## src/rtl/i2c_controller.sv

```systemverilog
`default_nettype none
// ============================================================================
// Module      : i2c_controller
// Description : Single-byte I2C controller (START, addr+R/W, ACK, data, STOP)
//               with push-pull SCL and open-drain SDA.
// Revision    : 1.0 - initial release
// ============================================================================
module i2c_controller #(
    parameter int CLK_DIV = 4
) (
    input  logic       clk,
    input  logic       reset,
    input  logic       start,
    input  logic       rw,
    input  logic [6:0] addr,
    input  logic [7:0] wdata,
    output logic       busy,
    output logic       done,
    output logic       ack_error,
    output logic [7:0] rdata,
    output logic       scl_out,
    output logic       sda_oe,
    input  logic       sda_in
);

    localparam int                    c_QCNT_W   = (CLK_DIV > 1) ? $clog2(CLK_DIV) : 1;
    localparam logic [c_QCNT_W-1:0]   c_QCNT_MAX = c_QCNT_W'(CLK_DIV - 1);

    typedef enum logic [2:0] {
        S_IDLE     = 3'd0,
        S_START    = 3'd1,
        S_ADDR     = 3'd2,
        S_ADDR_ACK = 3'd3,
        S_DATA     = 3'd4,
        S_DATA_ACK = 3'd5,
        S_STOP     = 3'd6
    } state_t;

    state_t              r_state;
    state_t              w_state_nxt;
    logic [c_QCNT_W-1:0] r_qcnt;
    logic [1:0]          r_quarter;
    logic [3:0]          r_bit_cnt;
    logic [7:0]          r_shift;
    logic [7:0]          r_wdata;
    logic [7:0]          r_rx;
    logic [7:0]          r_rdata;
    logic                r_rw;
    logic                r_ack_error;
    logic                r_done;
    logic                w_scl;
    logic                w_sda_oe;

    logic w_qend, w_pend, w_sample, w_last_bit, w_accept, w_nack_now;

    assign w_qend     = (r_qcnt == c_QCNT_MAX);
    assign w_pend     = w_qend && (r_quarter == 2'd3);
    assign w_sample   = (r_qcnt == '0) && (r_quarter == 2'd3);
    assign w_last_bit = (r_bit_cnt == 4'd7);
    // The done cycle still blocks a new request even though busy is already low.
    assign w_accept   = (r_state == S_IDLE) && start && !r_done;
    // With CLK_DIV=1 the ACK sample and the end of the bit fall on the same cycle.
    assign w_nack_now = r_ack_error | (w_sample & sda_in);

    always_ff @(posedge clk) begin
        if (reset) r_state <= S_IDLE;
        else       r_state <= w_state_nxt;
    end

    always_comb begin
        w_state_nxt = r_state;
        w_scl       = 1'b1;
        w_sda_oe    = 1'b0;
        case (r_state)
            S_IDLE: begin
                if (w_accept) w_state_nxt = S_START;
            end
            S_START: begin
                w_scl    = (r_quarter != 2'd3);
                w_sda_oe = r_quarter[1];
                if (w_pend) w_state_nxt = S_ADDR;
            end
            S_ADDR: begin
                w_scl    = r_quarter[1];
                w_sda_oe = ~r_shift[7];
                if (w_pend && w_last_bit) w_state_nxt = S_ADDR_ACK;
            end
            S_ADDR_ACK: begin
                w_scl = r_quarter[1];
                if (w_pend) w_state_nxt = w_nack_now ? S_STOP : S_DATA;
            end
            S_DATA: begin
                w_scl    = r_quarter[1];
                w_sda_oe = ~r_rw & ~r_shift[7];
                if (w_pend && w_last_bit) w_state_nxt = S_DATA_ACK;
            end
            S_DATA_ACK: begin
                w_scl = r_quarter[1];
                if (w_pend) w_state_nxt = S_STOP;
            end
            S_STOP: begin
                w_scl    = (r_quarter != 2'd0);
                w_sda_oe = ~r_quarter[1];
                if (w_pend) w_state_nxt = S_IDLE;
            end
            default: w_state_nxt = S_IDLE;
        endcase
    end

    always_ff @(posedge clk) begin
        if (reset) begin
            r_qcnt      <= '0;
            r_quarter   <= 2'd0;
            r_bit_cnt   <= 4'd0;
            r_shift     <= 8'd0;
            r_wdata     <= 8'd0;
            r_rx        <= 8'd0;
            r_rdata     <= 8'd0;
            r_rw        <= 1'b0;
            r_ack_error <= 1'b0;
            r_done      <= 1'b0;
        end else begin
            r_done <= (r_state == S_STOP) && w_pend;
            if (r_state == S_IDLE) begin
                r_qcnt    <= '0;
                r_quarter <= 2'd0;
                r_bit_cnt <= 4'd0;
                if (w_accept) begin
                    r_shift     <= {addr, rw};
                    r_rw        <= rw;
                    r_wdata     <= wdata;
                    r_ack_error <= 1'b0;
                end
            end else begin
                r_qcnt <= w_qend ? '0 : r_qcnt + 1'b1;
                if (w_qend) r_quarter <= r_quarter + 2'd1;

                if (w_sample) begin
                    case (r_state)
                        S_ADDR_ACK: if (sda_in) r_ack_error <= 1'b1;
                        S_DATA:     if (r_rw) r_rx <= {r_rx[6:0], sda_in};
                        S_DATA_ACK: if (!r_rw && sda_in) r_ack_error <= 1'b1;
                        default:    ;
                    endcase
                end

                if (w_pend) begin
                    if (r_state == S_ADDR || r_state == S_DATA) begin
                        r_shift   <= {r_shift[6:0], 1'b0};
                        r_bit_cnt <= w_last_bit ? 4'd0 : r_bit_cnt + 4'd1;
                    end
                    if (r_state == S_ADDR_ACK) r_shift <= r_wdata;
                    // In a read, ack_error can only come from the address phase.
                    if (r_state == S_STOP && r_rw && !r_ack_error) r_rdata <= r_rx;
                end
            end
        end
    end

    assign busy      = (r_state != S_IDLE);
    assign done      = r_done;
    assign ack_error = r_ack_error;
    assign rdata     = r_rdata;
    assign scl_out   = w_scl;
    assign sda_oe    = w_sda_oe;

endmodule
`default_nettype wire

```

## config.mk

```make
export PLATFORM = sky130hd
export DESIGN_NAME = i2c_controller
export DESIGN_NICKNAME = d
export VERILOG_FILES = /design/src/rtl/i2c_controller.sv
export SDC_FILE = /design/constraint.sdc
export NUM_CORES = 1
export LEC_CHECK = 0
export BUFFER_PORTS_ARGS = -buffer_cell sky130_fd_sc_hd__buf_2
export CORE_ASPECT_RATIO = 1.2
export CORE_UTILIZATION = 45
export DETAILED_ROUTE_END_ITERATION = 16
export GPL_TIMING_DRIVEN = 0
export PLACE_DENSITY = 0.71
export SYNTH_ARGS = -nofsm -noshare
export SYNTH_HDL_FRONTEND = slang
export SYNTH_SLANG_ARGS = --single-unit
```

## constraint.sdc

```tcl
create_clock -name clk -period 2.1 [get_ports clk]
set_input_delay 0.105 -clock clk [delete_from_list [all_inputs] [get_ports clk]]
set_output_delay 0.105 -clock clk [all_outputs]
set_load 0.01 [all_outputs]
```

; ---- After elaboration in Yosys (flattened, before gate mapping)
; Cells that the tools add are included.
[classes]
reduce_logical = 31
n_eq_ne = 19
n_bitwise = 7
n_addsub = 3
mux = 23
[op_table]
columns = operator, n
row1 = $mux 8, 5
row2 = $mux 3, 7
row3 = $pmux 3 s7, 1
row4 = $ne 2x2->1 const B, 8
row5 = $eq 3x3->1 const B, 3
row6 = $logic_and 1x1->1, 9
row7 = $reduce_bool 3->1, 3
row8 = $reduce_and 7->1, 1
row9 = $eq 3x2->1 const B, 2
row10 = $ne 3x3->1 const B, 2
row11 = $reduce_and 3->1, 2
row12 = $reduce_bool 2->1, 3
row13 = $mux 1, 5
row14 = $reduce_and 5->1, 1
row15 = $add 2x1->2 const B, 2
row16 = $add 4x1->4 const B, 1
row17 = $eq 2x2->1 const B, 2
row18 = $eq 4x3->1 const B, 1
row19 = $mux 4, 1
row20 = $not 1->1, 4
row21 = $pmux 1 s4, 1
row22 = $reduce_and 2->1, 2
row23 = $reduce_and 4->1, 1
row24 = $reduce_or 4->1, 1
row25 = 12 further kinds, 15
[totals]
output_inout_bits = 13
input_bits = 20
reg_bits = 46
word_cells = 94

; ---- Longest topological paths before layout
; Gate-level depths: netlist of the first run.
[depth]
depth_word = 7
ltp_mapped = 7
mapped_depth_nobuf = 6

; ---- Worst setup path after synthesis of the first run
; No wires, ideal clock.
[synth_timing]
kind = register -> register
startpoint = reg r_qcnt[0]
endpoint = reg r_state[1]
setup_slack_ps = 245
setup_time_ps = 91
synth_period_minus_slack_ps = 1855
path_stages_with_launch = 8
n_path_buf = 2
required_ps = 2009
t_arrival_ps = 1764
path_cell_list = dfxtp_1 > ha_1 > buf_2 > and2_1 > clkbuf_1 > maj3_1 > a211o_1 > a311oi_1
[synth_via]
elab_chain_cells = 7
elab_cells_between_ends = 17
cone_classes = eq/ne: 7 / mux: 3 / bitwise: 2 / reduce/logical: 5
[synth_rtl]
columns = item, line
row1 = from (decl), 41  ; logic [c_QCNT_W-1:0] r_qcnt;
row2 = from (signal assigned), 135  ; r_qcnt <= w_qend ? '0 : r_qcnt + 1'b1;
row3 = $logic_not 2->1, 58  ; assign w_sample = (r_qcnt == '0) && (r_quarter == 2'd3);
row4 = $logic_and 1x1->1, 58
row5 = $and 1x1->1, 63  ; assign w_nack_now = r_ack_error | (w_sample & sda_in);
row6 = $or 1x1->1, 63
row7 = $mux 2, 90  ; if (w_pend) w_state_nxt = w_nack_now ? S_STOP : S_DATA;
row8 = $mux 3, 90
row9 = $pmux 3 s7, 74  ; case (r_state)
row10 = to (signal assigned), 67  ; else r_state <= w_state_nxt;
row11 = to (decl), 39  ; state_t r_state;
; Several ways; a longest one is shown, not always the timed one. The select of a mux whose other input is x is not followed.
; A chain may end at the register's enable or synchronous reset.

; ---- Final worst setup path of the first run
[layout_timing]
startpoint = reg r_state[2]
endpoint = out sda_oe
[layout_via]
elab_chain_cells = 2
elab_cells_between_ends = 5
cone_classes = eq/ne: 4 / mux: 1
[layout_rtl]
columns = item, line
row1 = "$eq 3x3->1, or another cell as far along", 74
row2 = $pmux 1 s4 *, 74
row3 = to (decl), 22  ; output logic sda_oe,
; Every way passes the cells marked *; elsewhere a longest branch is shown, timed or not.

==> impl_metrics.csv, run 1 <==
group,metric,value,unit
grt,grt_max_degree,18,
finish,syn2layout_area_growth,16.3,%
die,start_util,46.7,%
placed_design,place.gp.congestion,0.826,
worst_setup_path,path_cells,"buf_6 -> buf_6 -> or3b_2 -> nor2_1 -> a21oi_1 -> o2bb2ai_1 -> buf_2",
sta,relSlewSlack,43.9,%
worst_setup_path,path_common_cell,"buf_6",
synth,synth_edf_count,0,
synth,netlist_area,2290,um2
worst_setup_path,cp-startpoint,"r_state[2]",
synth,synth-xor-area-share,1.15,%
detailed_routing,drt_iter0_drc,167,
hold_path,hold_depth,3,
synth,yosysWarnings,0,
clocking,htreeDepth,2,
synth,synth_cell_type_count,45,
hold_path,min-delay-start,"wdata[0]",
power,powerDensity,669,nW/um2
die,die_h,80.1,um
finish,layout.cells.most_common,"dfxtp_1",
synth,synthFlopType,"dfxtp_1",
synth,synthAdderAreaFrac,3.17,%
synth,synth_top_family_by_area,"simple AND/OR/NAND/NOR gates",
sta,fmax,497,MHz
sta,hold_viol_final,0,
grt,overflow,0,
synth,netlist_instances,279,
detailed_routing,wl,5360,um
grt,grt_pass1_wl,8600,um
worst_setup_path,crit_slowest_cell,"or3b_2",
placed_design,port_buffers,32,
finish,nets,341,
synth,synth_compound_area_share,17.0,%
detailed_routing,dr.pass1.iters,5,
worst_setup_path,cp.required,2.00,ns
placed_design,dp_cells,371,
status,status,"completed",
worst_setup_path,path_buf_inv,3,
sta,rsz0062_at_grt,"false",
clocking,cts_num_sinks,46,
detailed_routing,drt_drc_violations_left,0,
detailed_routing,drtAntennaViolNets,0,
worst_setup_path,end_kind,"primary output",
power,p_leak,0.000982,uW
finish,multi_input_area,1250,um2
sta,setup_viol,0,
power,irDropWorstVdd,0.478,mV
worst_setup_path,arrival,1.91,ns
worst_setup_path,worstSetupPathType,"reg -> out",
die,fp-row-count,28,
grt,grt_usage,21.3,%
clocking,root_buffer,"clkbuf_8",
detailed_routing,wl_per_cell,14.2,um
placed_design,dp_hpwl,3750,um
sta,fin_crit,2.01,ns
die,pin_count,33,
synth,synthMuxAreaShare,4.81,%
hold_path,hp-class,"in -> reg",
synth,avgSynthCellArea,8.21,um2
finish,fin_util,54.3,%
grt,antenna_found_initial,0,
sta,clock_skew,0.0117,ns
clocking,cts.clk_slew.worst_paths,0.09,ns
clocking,clk_path_buf_depth,2,
detailed_routing,vias,2099,
worst_setup_path,r2r-end,"r_shift[0]",
finish,drive_gt1_share,18.6,%
clocking,cts_tree,"built",
synth,ys_seq_elements,46,
worst_setup_path,cpPeakStageDelay,0.46,ns
worst_setup_path,start_kind,"flip-flop",
finish,fillers,484,
synth,ys_seq_area_share,40.2,%
clocking,clk_latency,0.31,ns
detailed_routing,via_per_inst,5.57,
die,die_width,67.1,um
finish,final_cell_mix,"45 x dfxtp_1, 36 x nand2_1, 35 x buf_2",
worst_setup_path,r2r_slack,0.15,ns
hold_path,whs_endpoint,"r_wdata[0]",
worst_setup_path,critPathMaxFanout,10,
clocking,cts_hold_buf,0,
synth,synth_nets,304,
clocking,cts_buffers,5,
sta,tns,0,ns
worst_setup_path,crit_family,"simple AND/OR/NAND/NOR gates",
synth,yosys.area_share.simple,27.9,%
die,core,4900,um2
die,dieArea,5380,um2
sta,fin_hold_ws,0.0273,ns
finish,fin_cells,377,
finish,n_antenna_cell,0,
worst_setup_path,r2r-start,"r_quarter[1]",
sta,drv_slew,0,
synth,async_flop_share,0,%
worst_setup_path,reg2reg_depth,5,
grt,grt_pass1_vias,1848,
power,total_power,1780,uW
finish,seq_area,925,um2
sta,worst_pin_slew,0.835,ns
sta,min_period_over_period,95.8,%
flow_run,max_cap_viol_count,0,
cell usage after synthesis, types with 2 or more instances:
master | number | area share (%)
nor4b_1 | 2 | 0.77
nor3_1 | 18 | 3.9
mux2i_1 | 11 | 4.8
buf_2 | 4 | 0.87
buf_6 | 2 | 0.98
dfxtp_1 | 46 | 40
or4_1 | 8 | 2.6
buf_1 | 2 | 0.33
nor2_1 | 27 | 4.4
or3_1 | 2 | 0.55
inv_1 | 5 | 0.82
nand3_1 | 4 | 0.87
a211o_1 | 2 | 0.77
o21bai_1 | 8 | 2.6
nor3b_1 | 10 | 3.3
nand2_1 | 36 | 5.9
a21oi_1 | 24 | 5.2
clkbuf_1 | 15 | 2.5
xnor2_1 | 3 | 1.1
nor2b_1 | 4 | 1.1
o21ai_0 | 10 | 2.2
ha_1 | 5 | 2.7
nand3b_1 | 2 | 0.66
a32oi_1 | 8 | 3.1
stage by stage:
| stage | setup slack (ns) | area [um2] |
|---|---|---|
| 2_1_floorplan | 0.245 | 2290 |
| 3_3_place_gp | -0.0237 | 2520 |
| 3_5_place_dp | -0.0363 | 2520 |
| 4_1_cts | 0.00989 | 2650 |
| 5_1_grt | 0.00706 | 2660 |
| 6_report | 0.0883 | 2660 |
logic make-up (layout without fill, tap and decap cells):
| kind of cell | Yosys count | after routing |
|---|---|---|
| AND/OR/NAND/NOR | 123 | 123 |
| AO/OA/AOI/OAI | 61 | 61 |
| flip-flops | 46 | 46 |
| buffers and inverters | 29 | 67 |
| multiplexers | 11 | 11 |
| adder cells (fa/ha/maj) | 6 | 6 |
| XOR/XNOR | 3 | 3 |
area by class of cell:
cell class                 count  area share (%)
inverter                       5           0.705
timing repair buffer          32            6.01
multi-input combinational    204            46.9
clock inverter                 3            1.64
tap                           60            2.82
clock buffer                   5            2.58
buffer                        22            4.65
sequential                    46            34.7
what timing repair did:
action | CTS | global route
resized for setup | 7 | 7
endpoints found under the setup margin | 4 | 12
cloned | 0 | 0
buffers inserted | 0 | 0
flip-flops by register name, indices dropped and copies added, names as in the netlist:
register / cells
rdata: 8
done: 1
r_shift: 8
r_bit_cnt: 4
r_qcnt: 2
r_state: 3
ack_error: 1
r_rx: 8
r_quarter: 2
r_wdata: 8
r_rw: 1
power by group:
part | total [uW] | switching, uW | leakage, uW | internal [uW]
combinational | 192 | 105 | 0.000549 | 86.9
sequential | 919 | 19.9 | 0.000375 | 899
clock | 671 | 315 | 0.0000585 | 357
total | 1780 | 440 | 0.000982 | 1340
tightest hold or removal path, cell delays in order:
cell	delay, ns
buf_2	0.09
nand2_1	0.05
a21oi_1	0.05
worst max-delay path by stage:
stage	to	depth (start not counted)	slack (ns)
after floorplan	r_state[1]	7	0.24
after global placement	r_shift[6]	7	-0.02
after detailed placement	r_shift[6]	7	-0.04
after CTS	scl_out	7	0.01
after global routing	scl_out	7	0.007
final	sda_oe	7	0.09
layer usage:
layer  global-route usage, %  vias to the layer above  share of wire, %
li1                        -                     1055                 -
met2                    33.6                       58                47
met3                    4.26                        8               5.0
met1                    28.0                      978                46
met4                    8.51                        0               1.7
met5                       0                        -                 0
Power figures use the tool's default switching activity.
==> run 2: changes to the inputs <==
Settings changed: ABC_AREA from default to 1, CTS_CLUSTER_SIZE from default to 12, SLEW_MARGIN from default to 20.
==> run 2 against run 1 <==
Against the previous run: die area down 2.8%; clock skew down 0.0088 ns; global-route usage down 2.1 points; clock power down 2%; via count down 3.5%; synthesized area down 2.9%; largest power group is now combinational logic.
==> impl_metrics.csv, run 2 <==
group,metric,value,unit
status,status,"completed",
worst_setup_path,arrival,1.67,ns
clocking,clk_latency,0.30,ns
synth,netlist_instances,317,
synth,yosys.area.top_type,"dfxtp_1",
die,core,4660,um2
placed_design,dp_hpwl,3470,um
detailed_routing,drt_drc_violations_left,0,
grt,grt_usage,19.2,%
finish,n_antenna_cell,0,
hold_path,hp-class,"in -> reg",
die,pin_count,33,
die,fp-row-count,27,
sta,worst_pin_slew,0.355,ns
grt,antenna_found_initial,0,
sta,clock_skew,0.00292,ns
power,irDropWorstVdd,0.638,mV
clocking,htreeDepth,2,
detailed_routing,via_per_inst,4.87,
clocking,cts_num_sinks,46,
placed_design,place.gp.congestion,0.773,
sta,fin_hold_ws,0.0278,ns
grt,grt_pass1_wl,7870,um
synth,synth_commonest_cells,"62 x nand2_1, 54 x nor2_1, 46 x dfxtp_1, 35 x inv_1, 28 x o21ai_0",
synth,avgSynthCellArea,7.01,um2
synth,synth_area_leaders,"dfxtp_1 41%, nand2_1 10%, nor2_1 9.1%",
sta,setup_slack,0.330,ns
worst_setup_path,critPathMaxFanout,7,
worst_setup_path,end_kind,"primary output",
synth,async_flop_share,0,%
grt,overflow,0,
sta,tns,0,ns
placed_design,port_buffers,32,
synth,synth_top_area_share,41.4,%
placed_design,dp_cells,407,
finish,fin_cells,416,
worst_setup_path,start_kind,"flip-flop",
die,start_util,47.7,%
placed_design,pre_cts_ws,0.425,ns
sta,hold_viol_final,0,
finish,fillers,466,
grt,grt_pass1_vias,1895,
clocking,cts_tree,"built",
grt,grt_max_degree,15,
clocking,cts_hold_buf,1,
synth,synth_most_common_cell,"nand2_1",
synth,yosysWarnings,0,
detailed_routing,drtAntennaViolNets,0,
clocking,cts.clk_slew.worst_paths,0.08,ns
synth,ys_seq_elements,46,
sta,rsz0062_at_grt,"false",
power,p_leak,0.00122,uW
die,die_h,79,um
sta,min_period_over_period,84.3,%
synth,ys_seq_area_share,41.4,%
detailed_routing,wl_per_cell,11.1,um
worst_setup_path,r2r-start,"r_qcnt[0]",
synth,synth_cell_type_count,30,
clocking,cts_resized,0,
die,die_width,66.2,um
synth,synthFlopType,"dfxtp_1",
finish,final_cell_mix,"62 x nand2_1, 54 x nor2_1, 46 x dfxtp_1",
synth,netlist_area,2220,um2
synth,synth_nets,342,
worst_setup_path,cp.required,2.00,ns
flow_run,max_cap_viol_count,0,
worst_setup_path,cp-startpoint,"r_state[1]",
finish,layout.cells.most_common,"nand2_1",
hold_path,min-delay-start,"wdata[3]",
detailed_routing,dr.pass1.iters,4,
clocking,cts_setup_buffers,0,
sta,fin_crit,1.77,ns
sta,setup_viol,0,
clocking,root_buffer,"clkbuf_8",
finish,nets,382,
finish,fin_util,55.3,%
detailed_routing,vias,2025,
sta,fmax,565,MHz
detailed_routing,drt_iter0_drc,80,
die,dieArea,5230,um2
detailed_routing,wl,4630,um
sta,drv_slew,0,
finish,syn2layout_area_growth,15.9,%
clocking,cts_buffers,5,
worst_setup_path,worstSetupPathType,"reg -> out",
power,powerDensity,1320,nW/um2
clocking,clk_path_buf_depth,2,
sta,relSlewSlack,76.3,%
synth,synth_edf_count,0,
finish,drive_gt1_share,18.2,%
[run 2: cell count changes after synthesis, moves of 8 or more]
cell and change:
inv_1 +30, o21ai_0 +18, a32oi_1 -8, or4_1 -8, clkbuf_1 -15, nor3_1 -16, nand2_1 +26, nand3_1 +18
mux2i_1 -11, nor2_1 +27, nor3b_1 -9
[run 2: report_power, final]
group          internal (uW)  switching [uW]  leakage, uW  total, uW
clock                    355             300    0.0000514        655
combinational            584            1000     0.000793       1590
sequential              1050             110     0.000375       1160
[run 2: area by class of cell]
type | instances | area [um2] | area share, %
buffer | 9 | 57.6 | 2.23
clock buffer | 6 | 72.6 | 2.82
clock inverter | 2 | 37.5 | 1.46
inverter | 38 | 143 | 5.54
multi-input combinational | 224 | 1100 | 42.8
sequential | 46 | 921 | 35.7
tap | 58 | 72.6 | 2.82
timing repair buffer | 33 | 170 | 6.61
[run 2: worst paths after layout]
kind                                   end  slack, ns  cells past startpoint
worst max-delay path               scl_out       0.33                      6
worst max register to register    rdata[5]       0.41                      7
worst min-delay path            r_wdata[3]       0.03                      3
worst min register to register  r_wdata[0]       0.45                      2
[run 2: routing by layer]
layer	GRT usage, %	wire length, um	share of wire (%)	up-vias
li1	-	-	-	1084
met1	23.2	2190	47	904
met2	33.7	2240	48	32
met3	2.73	148	3.2	5
met4	7.66	54	1.2	0
met5	0	0	0	-
[run 2: kinds of logic after synthesis]
kind of cell / share of synthesized area [%]
and+or+nand+nor: 33.7
AOI/OAI and AO/OA: 12.7
buffers and inverters: 9.00
DFF: 41.4
adders and majority gates: 2.81
xor gates and xnor gates: 0.394
[run 2: metrics by stage]
step | cell area, um2 | total power, uW
6_report | 2580 | 3400
5_1_grt | 2580 | 3710
4_1_cts | 2580 | 3430
3_5_place_dp | 2460 | 2780
3_3_place_gp | 2460 | 2740
2_1_floorplan | 2220 | 2420
[run 2: critical path, stage by stage (launching register included)]
cell      delay (ns)
dfxtp_1         0.48
inv_1           0.16
o21ai_0         0.27
nor2_1          0.08
a21oi_1         0.13
o211ai_1        0.10
buf_2           0.15
==> run 3: changes to the inputs <==
Clock period 2.1 ns to 1.7 ns, I/O delays scaled along.
==> run 3 against run 2 <==
Against the previous run: power rose by 25%; non-clock buffer count rose by 1; first-iteration DRC count rose by 20%; wire length barely moved; critical path type is now reg -> reg.
==> impl_metrics.csv, run 3 (same netlist as run 2, synthesis figures left out) <==
group,metric,value,unit
clocking,htreeDepth,2,
sta,worst_pin_slew,0.358,ns
clocking,cts_num_sinks,46,
sta,rsz0062_at_grt,"false",
die,core,4660,um2
finish,n_antenna_cell,0,
placed_design,place.gp.congestion,0.773,
detailed_routing,drtAntennaViolNets,0,
worst_setup_path,r2r_slack,0.14,ns
finish,nets,383,
sta,min_period_over_period,92.0,%
clocking,clk_latency,0.30,ns
sta,relSlewSlack,76.1,%
sta,drv_slew,0,
finish,syn2layout_area_growth,17.4,%
worst_setup_path,cp.required,1.89,ns
clocking,cts_buffers,5,
sta,setup_slack,0.136,ns
placed_design,pre_cts_ws,0.0247,ns
sta,setup_viol,0,
placed_design,dp_hpwl,3470,um
sta,tns,0,ns
detailed_routing,vias,2021,
sta,fin_crit,1.56,ns
worst_setup_path,crit_slowest_cell,"dfxtp_1",
finish,fillers,462,
finish,layout.cells.most_common,"nand2_1",
finish,multi_input_area,1130,um2
grt,grt_pass1_wl,7870,um
grt,grt_usage,19.2,%
die,dieArea,5230,um2
sta,clock_skew,0.00219,ns
sta,hold_viol_final,0,
die,die_width,66.2,um
power,powerDensity,1630,nW/um2
grt,grt_max_degree,15,
power,irDropWorstVdd,0.790,mV
die,pin_count,33,
die,fp-row-count,27,
worst_setup_path,cpPeakStageDelay,0.37,ns
grt,overflow,0,
worst_setup_path,path_cells,"ha_2 -> nand2_1 -> inv_1 -> nand4_4 -> buf_6 -> o21ai_0 -> a21oi_1",
sta,fmax,639,MHz
status,status,"completed",
finish,final_cell_mix,"61 x nand2_1, 54 x nor2_1, 44 x dfxtp_1",
detailed_routing,drt_iter0_drc,96,
worst_setup_path,start_kind,"flip-flop",
worst_setup_path,arrival,1.76,ns
flow_run,max_cap_viol_count,0,
clocking,cts_tree,"built",
clocking,root_buffer,"clkbuf_8",
clocking,cts.clk_slew.worst_paths,0.08,ns
detailed_routing,via_per_inst,4.85,
detailed_routing,wl,4630,um
finish,seq_area,923,um2
die,start_util,47.7,%
detailed_routing,wl_per_cell,11.1,um
power,p_leak,0.00121,uW
worst_setup_path,critPathMaxFanout,10,
hold_path,hp-class,"in -> reg",
worst_setup_path,end_kind,"flip-flop",
placed_design,port_buffers,32,
clocking,clk_path_buf_depth,2,
grt,grt_pass1_vias,1895,
finish,drive_gt1_share,19.8,%
grt,antenna_found_initial,0,
detailed_routing,dr.pass1.iters,4,
detailed_routing,drt_drc_violations_left,0,
worst_setup_path,worstSetupPathType,"reg -> reg",
die,die_h,79,um
==> run 3: worst max-delay path: cells and delay by family, from the launching register on <==
kind | cells | cell delay, ns
and+or+nand+nor | 2 | 0.29
buffers and inverters | 2 | 0.33
AOI/OAI and AO/OA | 2 | 0.23
DFF | 1 | 0.37
adders and majority gates | 1 | 0.25
==> run 3: metal layers <==
metal / vias up / GRT usage (%) / wire length (um)
met5: - / 0 / 0
met4: 0 / 7.66 / 53
met3: 5 / 2.73 / 154
met2: 32 / 33.7 / 2270
met1: 899 / 23.2 / 2150
li1: 1085 / - / -
==> run 3: stage by stage <==
stage	instance area [um2]	hold WS [ns]	util, %	power (uW)	cells
finish	2610	0.0100	56.0	4260	417
global route	2610	0.0266	56.0	4640	417
CTS	2580	0.00861	55.3	4240	416
detailed placement	2460	0.299	52.7	3430	407
global placement	2460	0.295	52.7	3390	407
floorplan	2220	0.163	-	2990	317
==> run 3: what timing repair did <==
action | in CTS | in global routing
pin swaps | 0 | 1
hold buffers | 1 | 0
gates resized for setup | 1 | 8
endpoints found under the setup margin | 1 | 5
buffers inserted | 0 | 1
endpoints found under the hold margin | 1 | 0
==> run 3: final cells by class <==
class	instances	area share, %
Inverter	38	5.47
Clock inverter	2	1.44
Timing Repair Buffer	34	6.81
Tap cell	58	2.78
Sequential cell	46	35.4
Clock buffer	6	2.78
Multi-Input combinational cell	224	43.1
Buffer	9	2.21
==> run 3: worst paths after layout <==
kind | end | start | depth (start not counted)
worst max-delay path | rdata[5] | r_qcnt[0] | 7
worst min-delay path | r_wdata[3] | wdata[3] | 3
worst min register to register | rdata[6] | rdata[6] | 2
worst max register to register | rdata[5] | r_qcnt[0] | 7
==> run 3: power breakdown <==
group,leakage [uW],switching (uW),internal (uW)
clock,0.0000514,367,439
combinational,0.000788,1260,737
sequential,0.000376,151,1300
total,0.00121,1780,2480
